$ cat src/rtl/sdram_write_ctrl.sv
// SDRAM write-command generator: turns arbiter grants into ACTIVE / WRITE-burst / PRECHARGE
// sequences fed from a show-ahead FIFO, walking row/column addresses linearly across one frame.
module sdram_write_ctrl #(
    parameter int BURST_LEN   = 4,
    parameter int COL_MAX     = 512,
    parameter int FRAME_WORDS = 307200,
    parameter int TRCD        = 2,
    parameter int TRP         = 2
) (
    input  logic        clk,
    input  logic        rst_n,
    input  logic        wr_trig,
    input  logic        wr_en,
    input  logic        ref_req,
    output logic        wr_req,
    output logic        flag_wr_end,
    output logic [3:0]  wr_cmd,
    output logic [12:0] wr_addr,
    output logic [15:0] wr_dq,
    output logic        fifo_rd_en,
    input  logic [15:0] fifo_rd_data,
    output logic        frame_done
);

    localparam logic [3:0] CMD_NOP = 4'b0111;
    localparam logic [3:0] CMD_ACT = 4'b0011;
    localparam logic [3:0] CMD_WR  = 4'b0100;
    localparam logic [3:0] CMD_PRE = 4'b0010;

    localparam int BW = (BURST_LEN > 1) ? $clog2(BURST_LEN) : 1;
    localparam int WW = $clog2(FRAME_WORDS + 1);
    localparam int CW = (TRCD > TRP) ? $clog2(TRCD + 1) : $clog2(TRP + 1);

    localparam logic [BW-1:0] B_LAST    = BW'(BURST_LEN - 1);
    localparam logic [CW-1:0] ACT_LAST  = CW'(TRCD - 1);
    localparam logic [CW-1:0] PRE_LAST  = CW'(TRP - 1);
    localparam logic [12:0]   COL_LAST  = 13'(COL_MAX - BURST_LEN);
    localparam logic [12:0]   COL_STEP  = 13'(BURST_LEN);
    localparam logic [WW-1:0] WORD_LAST = WW'(FRAME_WORDS - BURST_LEN);
    localparam logic [WW-1:0] WORD_STEP = WW'(BURST_LEN);

    typedef enum logic [1:0] {S_IDLE, S_ACT, S_WR, S_PRE} state_t;

    state_t        state_q, state_d;
    logic [CW-1:0] wait_q, wait_d;
    logic [BW-1:0] burst_q, burst_d;
    logic [12:0]   row_q, row_d;
    logic [12:0]   col_q, col_d;
    logic [WW-1:0] word_q, word_d;
    logic          frame_end_q, frame_end_d;

    always_ff @(posedge clk or negedge rst_n) begin
        if (!rst_n) begin
            state_q     <= S_IDLE;
            wait_q      <= '0;
            burst_q     <= '0;
            row_q       <= '0;
            col_q       <= '0;
            word_q      <= '0;
            frame_end_q <= 1'b0;
        end else begin
            state_q     <= state_d;
            wait_q      <= wait_d;
            burst_q     <= burst_d;
            row_q       <= row_d;
            col_q       <= col_d;
            word_q      <= word_d;
            frame_end_q <= frame_end_d;
        end
    end

    always_comb begin
        state_d     = state_q;
        wait_d      = wait_q;
        burst_d     = burst_q;
        row_d       = row_q;
        col_d       = col_q;
        word_d      = word_q;
        frame_end_d = frame_end_q;

        wr_req      = 1'b0;
        flag_wr_end = 1'b0;
        frame_done  = 1'b0;
        fifo_rd_en  = 1'b0;
        wr_cmd      = CMD_NOP;
        wr_addr     = 13'h0000;
        wr_dq       = 16'h0000;

        case (state_q)
            S_IDLE: begin
                // Gated so the request reads low while reset is held.
                wr_req = wr_trig & rst_n;
                if (wr_en) begin
                    state_d = S_ACT;
                    wait_d  = '0;
                end
            end

            S_ACT: begin
                if (wait_q == '0) begin
                    wr_cmd  = CMD_ACT;
                    wr_addr = row_q;
                end
                if (wait_q == ACT_LAST) begin
                    state_d = S_WR;
                    burst_d = '0;
                end else begin
                    wait_d = wait_q + 1'b1;
                end
            end

            S_WR: begin
                fifo_rd_en = 1'b1;
                wr_dq      = fifo_rd_data;
                if (burst_q == '0) begin
                    wr_cmd  = CMD_WR;
                    wr_addr = col_q;
                end
                if (burst_q == B_LAST) begin
                    burst_d = '0;
                    wait_d  = '0;
                    col_d   = (col_q == COL_LAST) ? 13'h0000 : col_q + COL_STEP;
                    word_d  = word_q + WORD_STEP;
                    // Frame end beats row end, which beats refresh / starvation.
                    if (word_q == WORD_LAST) begin
                        frame_end_d = 1'b1;
                        row_d       = '0;
                        col_d       = '0;
                        word_d      = '0;
                        state_d     = S_PRE;
                    end else if (col_q == COL_LAST) begin
                        row_d   = row_q + 13'd1;
                        state_d = S_PRE;
                    end else if (ref_req || !wr_trig) begin
                        state_d = S_PRE;
                    end
                end else begin
                    burst_d = burst_q + 1'b1;
                end
            end

            S_PRE: begin
                if (wait_q == '0) begin
                    wr_cmd  = CMD_PRE;
                    wr_addr = 13'h0400;
                end
                if (wait_q == PRE_LAST) begin
                    flag_wr_end = 1'b1;
                    frame_done  = frame_end_q;
                    frame_end_d = 1'b0;
                    state_d     = S_IDLE;
                end else begin
                    wait_d = wait_q + 1'b1;
                end
            end

            default: state_d = S_IDLE;
        endcase
    end

endmodule

$ cat config.mk
export PLATFORM = sky130hd
export DESIGN_NAME = sdram_write_ctrl
export DESIGN_NICKNAME = d
export VERILOG_FILES = /design/src/rtl/sdram_write_ctrl.sv
export SDC_FILE = /design/constraint.sdc
export NUM_CORES = 1
export LEC_CHECK = 0
export ABC_AREA = 0
export CORE_AREA = 5 5 99 78
export DETAILED_ROUTE_END_ITERATION = 16
export DIE_AREA = 0 0 104 83
export PLACE_DENSITY = 0.84
export SLEW_MARGIN = 25
export SYNTH_ARGS = -nofsm -noshare
export SYNTH_HDL_FRONTEND = slang
export SYNTH_SLANG_ARGS = --single-unit
$ cat constraint.sdc
create_clock -name clk -period 3.9 [get_ports clk]
set_input_delay 0.39 -clock clk [delete_from_list [all_inputs] [get_ports clk]]
set_output_delay 0.39 -clock clk [all_outputs]
set_load 0.02 [all_outputs]
==> results.json, run 1 <==
{
  "outcome": "finished clean",
  "slew_headroom_pct": 52.17,
  "setup_violations": 0,
  "period_needed_ns": 3.295,
  "ys_ff_latch": 48,
  "endpoint_kind": "primary output",
  "grt_pass1_vias": 2765,
  "p_total_mw": 1.706,
  "cap_violations": 0,
  "post_cts_resized": 0,
  "die_h_um": 83,
  "synth_edf_count": 0,
  "pwr_density_cell_mw_per_mm2": 452.8,
  "crit_required_ns": 3.51,
  "synth-seq-area-share_pct": 39.34,
  "hold_violations": 0,
  "drc_errors": 0,
  "ff2ff_setup_slack_ns": 0.97,
  "grt_overflow": 0,
  "worstPathCellList": "inv_1 -> ha_1 -> and3_1 -> a22o_1 -> clkdlybuf4s50_1",
  "track_usage_pct": 18.48,
  "syn_inst": 349,
  "synthesis.area_mm2": 0.003053,
  "clockBufferDepth": 2,
  "reg2reg_to": "word_q[18]",
  "syn_avg_cell_area_um2": 8.748,
  "routed_via_density": 5.779,
  "async_reset_ff_share_pct": 100.0,
  "yosys_warnings": 0,
  "synthFlopType": "dfrtp_1",
  "portBuffers": 56,
  "die_x_um": 104,
  "area_growth_pct": 23.40,
  "grt_first_pass_wirelength_mm": 13.69,
  "multiInputGateArea_mm2": 0.001727,
  "dp_hpwl_mm": 5.909,
  "start_util_pct": 46.00,
  "fill_cells": 608,
  "start_kind": "flip-flop",
  "timing.final.crit_share_pct": 84.48,
  "drive_gt1_share_pct": 5.693,
  "path_buf_inv": 2,
  "cts_setup_buffers": 0,
  "rr_startpoint": "state_q[0]",
  "synth_nets": 382,
  "crit_family": "buffers and inverters",
  "p_leak_nw": 1.581,
  "drtIter0Drc": 179,
  "cts_made_buffers": 5,
  "clkTransAtPathRegs_ns": 0.09,
  "arrival_ns": 2.90,
  "fin_cells": 488,
  "netlist-cell-type-count": 53,
  "post-route-util_pct": 56.77,
  "antenna_found_initial": 0,
  "irDropWorstVdd_mv": 0.4106,
  "wl_per_cell_um": 16.16,
  "core_area_mm2": 0.006636,
  "num_rows": 26,
  "fin_ws_ns": 0.6052,
  "max_stage_delay_ns": 0.64,
  "antenna_left": 0,
  "rsz0062_at_grt": "no",
  "grt_max_degree": 49,
  "place_inst": 480,
  "crit_fanout": 27,
  "antenna_cells": 0,
  "via_count": 2820,
  "gp_congestion": 0.9004,
  "fp.dieArea_mm2": 0.008632,
  "hold_buffers": 0,
  "fin_worst_skew_ns": 0.01523,
  "insertion_delay_ns": 0.31,
  "worst_slew_pin_slew_ns": 0.7174,
  "reg2reg_depth": 7,
  "ff_latch_area_mm2": 0.001201,
  "drt-total-wl_mm": 7.884,
  "clock-root-buffer": "clkbuf_8",
  "crit_slowest_cell": "ha_1",
  "worst-setup-path-type": "flip-flop to primary output",
  "first_pass_iters": 4,
  "cts.sinks": 48,
  "cts_max_level": 2,
  "max_freq_mhz": 303.5,
  "dp_slack_ns": 0.9631,
  "fin_setup_tns_ns": 0,
  "io_pins": 58,
  "worstHoldPathType": "input pin to asynchronous set/reset pin",
  "final_nets": 436,
  "slew_viol_final": 0,
  "cts_tree": "yes"
}
layout make-up:
type                    count  area share (%)
multi-input cells         271           45.83
flip-flops and latches     48           31.88
repair buffers             60           15.54
well taps                  84           2.790
clock buffers               7           2.026
inverters                  17           1.694
clock inverters             1          0.2325
flip-flops by register name, summed over array words and instances, names as in the netlist:
register     flops
frame_end_q      1
state_q          2
row_q           13
burst_q          2
wait_q           2
col_q           11
word_q          17
cells in the final DEF (no fill, tap or decap), drive strengths merged, types with 2 or more instances in the layout:
cell type,synthesis,final
or3,4,4
o211ai,3,3
a31oi,2,2
dfrtp,48,48
nand2,36,36
and2,23,23
nor2,32,32
a22o,10,10
o311ai,2,2
xnor2,7,7
nor4,6,6
a21o,5,5
o31ai,6,6
o21ai,29,29
inv,17,17
nand4,13,13
xor2,7,7
clkdlybuf4s50,0,55
buf,4,5
ha,12,12
a21oi,11,11
nor3b,3,3
clkbuf,9,7
nor3,6,6
and4,3,3
nand3,23,23
and3,6,6
or4,7,7
a32o,2,2
through the flow:
step	area (um2)	hold slack [ns]
2_1_floorplan	3053	0.09441
6_report	3767	0.2636
5_1_grt	3767	0.3236
4_1_cts	3767	0.2942
3_3_place_gp	3682	0.4857
3_5_place_dp	3682	0.4983
cell usage after synthesis, types with 6 or more instances:
cell type	count	area (um2)
nand4_1	12	75.07
a22o_1	10	87.58
and3_1	6	37.54
dfrtp_1	48	1201
xnor2_1	7	61.31
xor2_1	7	61.31
ha_1	12	150.1
inv_1	17	63.81
o21ai_0	26	130.1
nor2_1	31	116.4
nand3_1	23	115.1
and2_1	23	143.9
clkbuf_1	9	33.78
o31ai_1	6	45.04
nand2_1	36	135.1
a21oi_1	10	50.05
power breakdown:
| part | switching, mW | total (mW) | internal, mW |
|---|---|---|---|
| Sequential | 0.0549 | 0.601 | 0.546 |
| Combinational | 0.460 | 0.807 | 0.346 |
| Clock | 0.170 | 0.299 | 0.128 |
| Total | 0.685 | 1.71 | 1.02 |
worst reg2reg max path, stage by stage (launching register included):
cell     delay, ns
dfrtp_1       0.45
inv_1         0.13
ha_1          0.64
nand2_1       0.44
or4_4         0.62
or3_1         0.37
xor2_1        0.13
nor2_1        0.05
per-layer routing:
layer  up-vias  share of wire (%)  track usage (%)
met5         -                  0                0
met4         0               0.43            3.294
met3         4                7.1            4.341
met2       107                 45            27.14
met1      1349                 47            27.88
li1       1360                  -                -
cells by family (layout without fill, tap and decap cells):
logic type               Yosys count  count (layout)  synth area share [%]
AND/OR/NAND/NOR                  165             165                 29.84
AO/OA/AOI/OAI                     77              77                 16.97
flip-flops                        48              48                 39.34
buffers and inverters             30              85                 4.098
XOR/XNOR                          14              14                 4.016
adder cells (fa/ha/maj)           12              12                 4.918
multiplexers                       2               2                0.6967
other                              1               1                0.1228
worst max path at each step:
stage                     cells past startpoint  startpoint          end  slack (ns)
after global placement                        5  state_q[0]   wr_addr[3]        1.11
after floorplan                               7  state_q[0]   word_q[18]        1.66
after global routing                          5  state_q[0]  wr_addr[12]        0.47
after detailed placement                      5  state_q[0]  wr_addr[12]        0.96
after CTS                                     5  state_q[0]  wr_addr[12]        0.61
final                                         5  state_q[0]   wr_addr[4]        0.61
Note: power is estimated with default switching activity, not from simulation.
==> run 2: changes to the inputs <==
--- a/config.mk
+++ b/config.mk
@@ -6,10 +6,10 @@
 export NUM_CORES = 1
 export LEC_CHECK = 0
 export ABC_AREA = 0
-export CORE_AREA = 5 5 99 78
+export CORE_AREA = 5 5 100 78
 export DETAILED_ROUTE_END_ITERATION = 16
-export DIE_AREA = 0 0 104 83
-export PLACE_DENSITY = 0.84
+export DIE_AREA = 0 0 105 83
+export PLACE_DENSITY = 0.87
 export SLEW_MARGIN = 25
 export SYNTH_ARGS = -nofsm -noshare
 export SYNTH_HDL_FRONTEND = slang
==> constraint.sdc (replaced) <==
create_clock -name clk -period 2.81 [get_ports clk]
set_input_delay 0.281 -clock clk [delete_from_list [all_inputs] [get_ports clk]]
set_output_delay 0.281 -clock clk [all_outputs]
set_load 0.02 [all_outputs]
==> run 2 against run 1 <==
Power rose by 38%; sequential power rose by 38%; count of clock-buffer cells in the layout fell by 2; global-route usage fell by 0.52 points.
==> results.json, run 2 (same netlist as run 1, synthesis figures left out) <==
{
  "outcome": "finished clean",
  "wl_met3_um": 707,
  "final_common_cell": "clkdlybuf4s50_1",
  "antenna_left": 0,
  "drive_gt1_share_pct": 6.700,
  "num_rows": 26,
  "irDropWorstVdd_mv": 0.3417,
  "drtIter0Drc": 231,
  "worstPathCellList": "inv_1 -> ha_1 -> inv_1 -> and3_4 -> a22o_1 -> clkdlybuf4s50_1",
  "start_kind": "flip-flop",
  "max_freq_mhz": 374.3,
  "cts_tree": "yes",
  "path_depth": 6,
  "p_int_mw": 1.423,
  "final_nets": 438,
  "p_leak_nw": 1.582,
  "clockBufferDepth": 2,
  "place_inst": 482,
  "rr_startpoint": "word_q[12]",
  "cpMostUsedCell": "inv_1",
  "crit_family": "buffers and inverters",
  "fp.dieArea_mm2": 0.008715,
  "worst_slew_pin_slew_ns": 0.6018,
  "timing.final.crit_share_pct": 95.08,
  "ff2ff_setup_slack_ns": 0.54,
  "fin_worst_skew_ns": 0.005308,
  "cts.sinks": 48,
  "routed_via_density": 5.965,
  "largest_register_ffs": 17,
  "fin_cells": 487,
  "crit_slowest_cell": "clkdlybuf4s50_1",
  "reg2reg_to": "row_q[7]",
  "cts_max_level": 2,
  "pwr_density_cell_mw_per_mm2": 623.5,
  "worstHoldPathType": "input pin to asynchronous set/reset pin",
  "grt_overflow": 0,
  "crit_required_ns": 2.53,
  "grt_first_pass_wirelength_mm": 13.29,
  "place_area_mm2": 0.003697,
  "dr_wl_met2_mm": 3.463,
  "insertion_delay_ns": 0.29,
  "setup_violations": 0,
  "layout_common_cells": "clkdlybuf4s50_1, dfrtp_1, nand2_1, nor2_1, o21ai_0",
  "die_x_um": 105,
  "antenna_found_initial": 0,
  "endpoint_kind": "primary output",
  "cap_violations": 0,
  "top_layer_used": "met4",
  "core_area_mm2": 0.006701,
  "reg_top3": "word_q: 17 flops, row_q: 13 flops, col_q: 11 flops",
  "drt-total-wl_mm": 7.973,
  "period_needed_ns": 2.672,
  "start_util_pct": 45.56,
  "post-route-util_pct": 56.39,
  "grt_pass1_vias": 2751,
  "clock-root-buffer": "clkbuf_8",
  "p_total_mw": 2.356,
  "path_buf_inv": 3,
  "antenna_cells": 0,
  "first_pass_iters": 5,
  "hold_violations": 0,
  "drc_errors": 0,
  "arrival_ns": 2.39,
  "switching_share_pct": 39.60,
  "track_usage_pct": 17.96,
  "p_seq_share_pct": 35.3,
  "dp_hpwl_mm": 5.935,
  "regMostFlops": "word_q",
  "cts_made_buffers": 5,
  "slew_viol_final": 0,
  "crit_fanout": 12,
  "pwr-share-clk_pct": 15.7,
  "die_h_um": 83,
  "final_area_mm2": 0.003779,
  "dp_slack_ns": 0.2814,
  "m1WireLength_mm": 3.731,
  "clkTransAtPathRegs_ns": 0.08,
  "via_count": 2905,
  "grt_max_degree": 49,
  "portBuffers": 56,
  "area_growth_pct": 23.77,
  "switchingPower_mw": 0.9330,
  "worst-setup-path-type": "flip-flop to primary output",
  "max_stage_delay_ns": 0.61,
  "reg2reg_depth": 5,
  "fin_ws_ns": 0.1383,
  "slew_headroom_pct": 59.88,
  "wl_per_cell_um": 16.37,
  "holdWs_ns": 0.1837,
  "combPwrFrac_pct": 49.0,
  "gp_congestion": 0.8843,
  "fin_setup_tns_ns": 0,
  "io_pins": 58
}
[run 2: changes by cell type in the layout (fill, tap and decap cells not counted), sizes merged]
cell / previous run / this run
clkbuf: 7 / 5
clkinv: 1 / 0
buf: 5 / 7
[run 2: final cells by class]
type                       count  area, um2
multi-input combinational    271       1739
clock buffer                   5      68.82
inverter                      17      63.81
sequential                    48       1201
fill                         582       2923
timing repair buffer          62      600.6
tap                           84      105.1
[run 2: power groups by stage]
stage | combinational (mW) | sequential (mW) | clock (mW)
2_1_floorplan | 0.697 | 0.826 | 0
3_3_place_gp | 1.09 | 0.837 | 0
3_5_place_dp | 1.14 | 0.845 | 0
4_1_cts | 1.14 | 0.831 | 0.374
5_1_grt | 1.26 | 0.843 | 0.405
6_report | 1.15 | 0.832 | 0.370
[run 2: worst max-delay path by stage]
stage,start,to,slack [ns]
CTS,state_q[0],wr_addr[12],0.12
floorplan,state_q[0],word_q[18],0.57
finish,state_q[0],wr_addr[12],0.14
global route,state_q[0],wr_addr[12],-0.007
global placement,state_q[0],wr_addr[12],0.37
detailed placement,state_q[0],wr_addr[12],0.28
[run 2: worst register-to-register path: stages, from the launching register on]
cell	delay [ns]
dfrtp_1	0.46
or3b_4	0.44
or4_4	0.55
o21ai_4	0.41
nor3b_1	0.13
a21o_1	0.18
[run 2: layer usage]
layer  vias to the layer above  track usage [%]
met5                         -                0
met4                         0            4.530
met3                        10            5.116
met2                       119            26.97
met1                      1418            25.44
li1                       1358                -
[run 2: repair_timing]
item,in CTS,in global routing
hold buffers,0,0
buffers inserted,0,0
setup endpoints to repair,9,11
resized for setup,2,3
==> run 3: changes to the inputs <==
--- a/config.mk
+++ b/config.mk
@@ -6,10 +6,10 @@
 export NUM_CORES = 1
 export LEC_CHECK = 0
 export ABC_AREA = 0
-export CORE_AREA = 5 5 100 78
+export CORE_AREA = 5 5 99 78
 export DETAILED_ROUTE_END_ITERATION = 16
-export DIE_AREA = 0 0 105 83
-export PLACE_DENSITY = 0.87
+export DIE_AREA = 0 0 104 83
+export PLACE_DENSITY = 0.84
 export SLEW_MARGIN = 25
 export SYNTH_ARGS = -nofsm -noshare
 export SYNTH_HDL_FRONTEND = slang
==> constraint.sdc (replaced) <==
create_clock -name clk -period 3.4 [get_ports clk]
set_input_delay 0.34 -clock clk [delete_from_list [all_inputs] [get_ports clk]]
set_output_delay 0.34 -clock clk [all_outputs]
set_load 0.02 [all_outputs]
==> run 3 against run 2 <==
Die area down 0.95%; combinational power fell by 18%; final cell count increased by 0.62%; non-clock buffer count up 1; setup slack improved by 0.20 ns; via count is 1.9% lower; clock skew shrank 0.0021 ns; critical path type unchanged; count of clock-buffer cells in the layout rose by 1; power down 16%.
==> results.json, run 3 (same netlist as run 1, synthesis figures left out) <==
{
  "setup.worst_path.end": "wr_cmd[1]",
  "endpoint_kind": "primary output",
  "die_x_um": 104,
  "fill_cells": 610,
  "insertion_delay_ns": 0.31,
  "antenna_found_initial": 0,
  "start_util_pct": 46.00,
  "max_freq_mhz": 326.8,
  "cts_tree": "yes",
  "cts_made_buffers": 5,
  "largest_register_ffs": 17,
  "final_common_cell": "clkdlybuf4s50_1",
  "drc_errors": 0,
  "irDropWorstVdd_mv": 0.6024,
  "outcome": "finished clean",
  "final_nets": 439,
  "ff2ff_setup_slack_ns": 0.82,
  "wl_per_cell_um": 16.58,
  "pwr-share-clk_pct": 17.0,
  "grt_pass1_vias": 2777,
  "startpoint": "state_q[0]",
  "clkTransAtPathRegs_ns": 0.09,
  "grt_max_degree": 49,
  "fp.dieArea_mm2": 0.008632,
  "post_cts_resized": 0,
  "grt_first_pass_wirelength_mm": 13.61,
  "via_count": 2851,
  "core_area_mm2": 0.006636,
  "p_int_mw": 1.169,
  "fin_worst_skew_ns": 0.003253,
  "layout_common_cells": "clkdlybuf4s50_1, dfrtp_1, nand2_1, nor2_1, o21ai_0",
  "switchingPower_mw": 0.7990,
  "fin_cells": 490,
  "cts_setup_buffers": 0,
  "combPwrFrac_pct": 48.1,
  "slew_headroom_pct": 59.46,
  "cts_max_level": 2,
  "slew_viol_final": 0,
  "setup_violations": 0,
  "regMostFlops": "word_q",
  "switching_share_pct": 40.60,
  "arrival_ns": 2.72,
  "start_kind": "flip-flop",
  "p_seq_share_pct": 34.9,
  "portBuffers": 56,
  "antenna_left": 0,
  "die_h_um": 83,
  "area_growth_pct": 23.89,
  "hold_buffers": 0,
  "worst-setup-path-type": "flip-flop to primary output",
  "reg2reg_depth": 9,
  "post-route-util_pct": 56.99,
  "p_leak_nw": 1.597,
  "dp_hpwl_mm": 6.110,
  "worst_slew_pin_slew_ns": 0.6082,
  "reg2reg_to": "col_q[11]",
  "timing.final.crit_share_pct": 90.01,
  "crit_fanout": 12,
  "fin_setup_tns_ns": 0,
  "pwr_density_cell_mw_per_mm2": 520.3,
  "num_rows": 26,
  "reg_top3": "word_q: 17 flops, row_q: 13 flops, col_q: 11 flops",
  "cap_violations": 0,
  "routed_via_density": 5.818,
  "cts.sinks": 48,
  "drt-total-wl_mm": 8.124,
  "drtIter0Drc": 285,
  "rsz0062_at_grt": "no",
  "io_pins": 58,
  "drive_gt1_share_pct": 6.404,
  "gp_congestion": 0.9068,
  "period_needed_ns": 3.060,
  "rr_startpoint": "state_q[0]",
  "track_usage_pct": 18.76,
  "clock-root-buffer": "clkbuf_8",
  "grt_overflow": 0,
  "antenna_cells": 0,
  "worstHoldPathType": "input pin to asynchronous set/reset pin",
  "hold_violations": 0,
  "place_inst": 483,
  "crit_required_ns": 3.06,
  "clockBufferDepth": 2,
  "first_pass_iters": 4
}
==> run 3: routing by layer <==
| layer | part of all wire [%] | track usage (%) | vias to the layer above |
|---|---|---|---|
| li1 | - | - | 1366 |
| met1 | 45 | 26.19 | 1374 |
| met2 | 46 | 29.17 | 106 |
| met3 | 8.1 | 4.806 | 5 |
| met4 | 0.74 | 4.471 | 0 |
| met5 | 0 | 0 | - |
==> run 3: worst min path at each step <==
stage | start | to | slack (ns) | cells past startpoint
finish | rst_n | word_q[6] | 0.21 | 2
floorplan | rst_n | burst_q[0] | 0.04 | 0
detailed placement | word_q[17] | word_q[17] | 0.49 | 1
global route | rst_n | row_q[12] | 0.28 | 2
global placement | word_q[17] | word_q[17] | 0.48 | 1
CTS | rst_n | row_q[7] | 0.24 | 2
==> run 3: power by group through the flow <==
| stage | clock network, mW | registers, mW | logic (mW) |
|---|---|---|---|
| 2_1_floorplan | 0 | 0.683 | 0.576 |
| 3_3_place_gp | 0 | 0.692 | 0.910 |
| 3_5_place_dp | 0 | 0.697 | 0.939 |
| 4_1_cts | 0.342 | 0.686 | 0.946 |
| 5_1_grt | 0.358 | 0.697 | 1.03 |
| 6_report | 0.335 | 0.687 | 0.946 |
==> run 3: cell type report <==
| cell class | count | area (um2) | share of cell area [%] |
|---|---|---|---|
| clock buffer | 6 | 72.57 | 1.919 |
| clock inverter | 1 | 5.005 | 0.1323 |
| inverter | 17 | 63.81 | 1.687 |
| multi-input combinational | 271 | 1727 | 45.65 |
| sequential | 48 | 1201 | 31.76 |
| tap | 84 | 105.1 | 2.779 |
| timing repair buffer | 63 | 608.1 | 16.08 |
==> run 3: worst max-delay path, cell delays in order, from the launching register on <==
cell             delay [ns]
dfrtp_1                0.44
inv_1                  0.13
ha_1                   0.39
inv_1                  0.15
o21ai_0                0.28
nor2_1                 0.06
o21ai_0                0.27
clkdlybuf4s50_1        0.68
==> run 3: through the flow <==
step                worst slack, ns  power (mW)  area (um2)  hold slack [ns]
floorplan                     1.158       1.259        3053          0.04441
global placement             0.8722       1.602        3705           0.4784
detailed placement           0.7187       1.636        3705           0.4876
CTS                          0.3370       1.974        3782           0.2422
global route                 0.1689       2.090        3782           0.2833
finish                       0.3396       1.968        3782           0.2133
